[config.mk]
export PLATFORM = sky130hd
export DESIGN_NAME = memory_responder
export DESIGN_NICKNAME = d
export VERILOG_FILES = /design/src/rtl/memory_responder.sv
export SDC_FILE = /design/constraint.sdc
export NUM_CORES = 1
export LEC_CHECK = 0
export CORE_AREA = 5 5 212 214
export DETAILED_ROUTE_END_ITERATION = 16
export DIE_AREA = 0 0 217 219
export PLACE_DENSITY = 0.81
export REMOVE_ABC_BUFFERS = 1
export SLEW_MARGIN = 20
export SYNTH_ARGS = -nofsm -noshare
export SYNTH_HDL_FRONTEND = slang
export SYNTH_SLANG_ARGS = --single-unit
[constraint.sdc]
create_clock -name clock -period 2.5 [get_ports clock]
set_input_delay 0.75 -clock clock [delete_from_list [all_inputs] [get_ports clock]]
set_output_delay 0.75 -clock clock [all_outputs]
set_load 0.01 [all_outputs]
[src/rtl/memory_responder.sv]
// Register-backed MemoryBus responder: a DEPTH-word window at BASE_ADDRESS,
// in-order read responses through a small FIFO, saturating error counter.
module memory_responder #(
  parameter int unsigned                DATA_WIDTH      = 24,
  parameter int unsigned                ADDRESS_WIDTH   = 32,
  parameter int unsigned                MASTER_ID_WIDTH = 8,
  parameter logic [ADDRESS_WIDTH-1:0]   BASE_ADDRESS    = 'h1000000,
  parameter int unsigned                DEPTH           = 16,
  parameter int unsigned                FIFO_DEPTH      = 2
) (
  input  logic                          clock,
  input  logic                          reset,
  input  logic                          reqValid,
  output logic                          reqReady,
  input  logic                          reqWrite,
  input  logic [ADDRESS_WIDTH-1:0]      reqAddress,
  input  logic [DATA_WIDTH-1:0]         reqData,
  input  logic [MASTER_ID_WIDTH-1:0]    reqMasterId,
  output logic                          respValid,
  input  logic                          respReady,
  output logic [DATA_WIDTH-1:0]         respData,
  output logic [MASTER_ID_WIDTH-1:0]    respMasterId,
  output logic                          respError,
  output logic [DEPTH*DATA_WIDTH-1:0]   registers,
  output logic [7:0]                    errorCount
);

  localparam int unsigned IDX_W = $clog2(DEPTH);
  localparam int unsigned PTR_W = $clog2(FIFO_DEPTH);
  localparam int unsigned CNT_W = PTR_W + 1;

  logic [DEPTH-1:0][DATA_WIDTH-1:0]           r_regs;
  logic [FIFO_DEPTH-1:0][DATA_WIDTH-1:0]      r_fifo_data;
  logic [FIFO_DEPTH-1:0][MASTER_ID_WIDTH-1:0] r_fifo_id;
  logic [FIFO_DEPTH-1:0]                      r_fifo_err;
  logic [PTR_W-1:0]                           r_wr_ptr;
  logic [PTR_W-1:0]                           r_rd_ptr;
  logic [CNT_W-1:0]                           r_count;
  logic                                       r_req_ready;
  logic [7:0]                                 r_error_count;

  logic [ADDRESS_WIDTH-1:0] w_offset;
  logic [IDX_W-1:0]         w_index;
  logic                     w_in_window;
  logic                     w_accept;
  logic                     w_write;
  logic                     w_push;
  logic                     w_pop;
  logic                     w_not_empty;
  logic [DATA_WIDTH-1:0]    w_read_data;
  logic [CNT_W-1:0]         w_count_next;

  // The lower-bound test stops addresses below the base from wrapping into the window.
  always_comb begin
    w_offset     = reqAddress - BASE_ADDRESS;
    w_index      = w_offset[IDX_W-1:0];
    w_in_window  = (reqAddress >= BASE_ADDRESS) && (w_offset < ADDRESS_WIDTH'(DEPTH));
    w_accept     = reqValid && r_req_ready;
    w_write      = w_accept && reqWrite;
    w_push       = w_accept && !reqWrite;
    w_not_empty  = (r_count != '0);
    w_pop        = w_not_empty && respReady;
    w_read_data  = w_in_window ? r_regs[w_index] : '0;
    w_count_next = r_count + CNT_W'(w_push) - CNT_W'(w_pop);
  end

  always_ff @(posedge clock or negedge reset) begin
    if (!reset) begin
      r_regs <= '0;
    end else if (w_write && w_in_window) begin
      r_regs[w_index] <= reqData;
    end
  end

  always_ff @(posedge clock or negedge reset) begin
    if (!reset) begin
      r_fifo_data <= '0;
      r_fifo_id   <= '0;
      r_fifo_err  <= '0;
      r_wr_ptr    <= '0;
      r_rd_ptr    <= '0;
      r_count     <= '0;
      r_req_ready <= 1'b0;
    end else begin
      if (w_push) begin
        r_fifo_data[r_wr_ptr] <= w_read_data;
        r_fifo_id[r_wr_ptr]   <= reqMasterId;
        r_fifo_err[r_wr_ptr]  <= !w_in_window;
        r_wr_ptr              <= r_wr_ptr + 1'b1;
      end
      if (w_pop) begin
        r_rd_ptr <= r_rd_ptr + 1'b1;
      end
      r_count     <= w_count_next;
      r_req_ready <= (w_count_next < CNT_W'(FIFO_DEPTH));
    end
  end

  always_ff @(posedge clock or negedge reset) begin
    if (!reset) begin
      r_error_count <= '0;
    end else if (w_accept && !w_in_window && (r_error_count != '1)) begin
      r_error_count <= r_error_count + 8'd1;
    end
  end

  // Response fields read zero whenever the FIFO is empty, not just out of reset.
  always_comb begin
    reqReady     = r_req_ready;
    respValid    = w_not_empty;
    respData     = w_not_empty ? r_fifo_data[r_rd_ptr] : '0;
    respMasterId = w_not_empty ? r_fifo_id[r_rd_ptr]   : '0;
    respError    = w_not_empty ? r_fifo_err[r_rd_ptr]  : 1'b0;
    registers    = r_regs;
    errorCount   = r_error_count;
  end

endmodule

==> out/qor.yml <==
status:
  status: "finished with violations"
  violations: "negative setup slack"
synth:
  synth_area_leaders: "dfrtp_1 (54%), mux2_2 (14%), mux4_2 (10%), mux2_4 (9.7%), nand2_1 (1.8%)"
  synth-xor-area-share: 0.00406
  synth-seq-cells: 463
  yosysSeqAreaShare: 0.537
  synthFlopType: "dfrtp_1"
  yosys-mux-area-fraction: 0.349
  synth_area_um2: 21600
  yosysWarningCount: 0
  yosys-top-cells-count: "dfrtp_1 (463), mux2_2 (261), mux2_4 (140)"
  synth_adder_area_share: 0.00174
  synth_top_family_by_area: "multiplexers"
  synth-compound-area-share: 0.0289
  yosysTopAreaCell: "dfrtp_1"
  synthSimpleGateAreaFrac: 0.0421
  synth_cell_types: 37
  synth_top_area_frac: 0.537
  syn_inst: 1434
  synth_edf_count: 0
  synthArstFlopShare: 1.00
  yosysMostFrequentCell: "dfrtp_1"
  syn_area_per_cell_um2: 15.1
clock_network:
  cts.clk_slew.worst_paths_ns: 0.06
  cts_root_buf: "clkbuf_16"
  clk_latency_ns: 0.60
  cts-hold-fix-buffers: 0
  cts_buffers: 50
  cts_tree: "built"
  cts_buffer_depth: 3
  clock-sinks: 463
  ctsHtreeMaxLevel: 2
detailed_routing:
  drt_wl_total_um: 76700
  postRouteAntennaNets: 0
  drc: 0
  routed_via_density: 6.05
  vias: 15522
  drtIter0Drc: 1240
  wl_per_cell_um: 29.9
  drtPass1Iterations: 5
timing:
  setup_viol_count_final: 12
  setup-tns-final_ns: -0.197
  fin_crit_sh: 1.02
  clock_skew_ns: 0.0275
  setup_slack_ns: -0.0420
  fin_crit_ns: 2.54
  maxSlewHeadroom: 0.536
  drv_slew: 0
  fmax_ghz: 0.393
  hold_violations: 0
  rsz0062_at_grt: "true"
  tightest_slew_ns: 0.694
final_layout:
  drive_gt1_frac: 0.404
  fin_nets: 2056
  area_growth_pct: 39.2
  antenna_cells: 0
power:
  power.density_nw_per_um2: 603
  p_comb_frac: 0.154
  p_leak_nw: 14.4
  power_frac_seq: 0.438
  power_switching_mw: 4.70
  p_int_mw: 13.4
  irDropWorstVdd_mv: 0.562
  clock_power_share: 0.408
  switching_share: 0.259
worst_hold_path:
  hold_path_class: "input pin to asynchronous set/reset pin"
worst_setup_path:
  worstPathCellList: "buf_4 -> buf_12 -> mux2i_2 -> nor2_2 -> buf_2"
  arrival_ns: 1.79
  crit_path_max_fanout: 11
  slowest_stage: "dfrtp_2"
  worst_setup_path_end_kind: "output port"
  worstSetupPathType: "register to output port"
  slowest_delay_ns: 0.43
  critPathRequiredTime_ns: 1.75
  start_kind: "register"
floorplan:
  row_count: 76
  die-area_um2: 47500
  initial_core_util: 0.506
  die_w_um: 217
  die_h_um: 219
  num_io_pins: 496
  core_area_um2: 42700
placement:
  pre_cts_ws_ns: -1.01
  dp_hpwl_um: 50800
  io_buffers: 495
  gp_congestion: 0.834
global_route:
  grtUsageTotal: 0.316
  overflow: 0
  antenna_found_initial: 1
  grt_first_pass_wirelength_um: 112000
  grt_pass1_vias: 16602
  grt_max_degree: 81
flow_run:
  cap_viol_max_count: 0
[stage by stage]
stage | total power [mW] | hold WS, ns | util | cells | instance area (um2)
floorplan | 8.93 | 0.449 | - | 1305 | 20800
detailed placement | 10.3 | 0.469 | 0.649 | 2443 | 27700
global route | 18.7 | 0.128 | 0.704 | 2565 | 30100
finish | 18.1 | 0.0928 | 0.704 | 2565 | 30100
global placement | 10.3 | 0.460 | 0.649 | 2443 | 27700
CTS | 18.0 | 0.132 | 0.701 | 2559 | 29900
[cell type report]
class | count | area, um2
flip-flops and latches | 463 | 11600
well taps | 546 | 683
inverters | 4 | 15.0
clock buffers | 74 | 1490
multi-input cells | 838 | 9450
repair buffers | 627 | 6680
fillers | 2770 | 12600
clock inverters | 13 | 144
[power by group through the flow]
stage | Sequential, mW | Combinational [mW] | Clock (mW)
2_1_floorplan | 8.12 | 0.812 | 0
3_3_place_gp | 8.04 | 2.21 | 0
3_5_place_dp | 8.07 | 2.27 | 0
4_1_cts | 7.93 | 2.62 | 7.48
5_1_grt | 7.96 | 2.96 | 7.81
6_report | 7.94 | 2.79 | 7.39
[what timing repair did]
| action | 4_1_cts | 5_1_grt |
|---|---|---|
| gates cloned | 11 | 2 |
| gates resized for setup | 264 | 60 |
| pin swaps | 29 | 18 |
| buffers inserted | 18 | 7 |
| endpoints found under the setup margin | 418 | 305 |
| endpoints found under the hold margin | 0 | 0 |
[final timing paths]
| path | end | startpoint | slack [ns] | cells after the start |
|---|---|---|---|---|
| setup / recovery | respData[22] | r_rd_ptr$_DFFE_PN0P_ | -0.04 | 5 |
| hold / removal | registers[309]$_DFFE_PN0P_ | reset | 0.09 | 1 |
| setup reg to reg | registers[23]$_DFFE_PN0P_ | reqReady$_DFF_PN0_ | 0.33 | 7 |
| hold reg to reg | r_fifo_data[35]$_DFFE_PN0P_ | r_fifo_data[35]$_DFFE_PN0P_ | 0.48 | 2 |
| max in group asynchronous | registers[1]$_DFFE_PN0P_ | reset | 1.50 | 2 |
| min in group clock | r_fifo_data[35]$_DFFE_PN0P_ | r_fifo_data[35]$_DFFE_PN0P_ | 0.48 | 2 |
[kinds of logic after synthesis]
family | count (synthesis)
and+or+nand+nor | 195
DFF | 463
adders and majority gates | 3
muxes | 530
xor gates and xnor gates | 10
buffers and inverters | 133
AOI/OAI and AO/OA | 100
[per-layer routing]
layer | vias to the layer above | GRT usage | share of wire
met5 | - | 0 | 0.00016
met4 | 2 | 0.0959 | 0.032
met3 | 157 | 0.0876 | 0.089
met2 | 795 | 0.508 | 0.48
met1 | 8211 | 0.426 | 0.40
li1 | 6357 | - | -
[critical path, delay by kind of cell, from the launching register on]
family	cells	cell delay [ns]
multiplexers	1	0.16
flip-flops	1	0.43
buffers and inverters	3	0.46
AND/OR/NAND/NOR	1	0.14
[cells in the final DEF, fill, tap and decap left out, types with 50 or more instances in the layout]
master / synthesis / routed
mux2_4: 140 / 142
nand2_1: 105 / 104
clkdlybuf4s50_1: 0 / 430
mux2_2: 261 / 259
o21ai_0: 51 / 50
buf_12: 12 / 50
dfrtp_1: 463 / 462
buf_4: 2 / 57
clkbuf_16: 0 / 53
mux4_2: 96 / 96
[registers in the layout (all words and copies together), names as in the netlist, 2 cells and up]
register / cells
r_fifo_err: 2
r_fifo_id: 16
errorCount: 8
r_count: 2
registers: 384
r_fifo_data: 48
(Power assumes the default switching activity.)
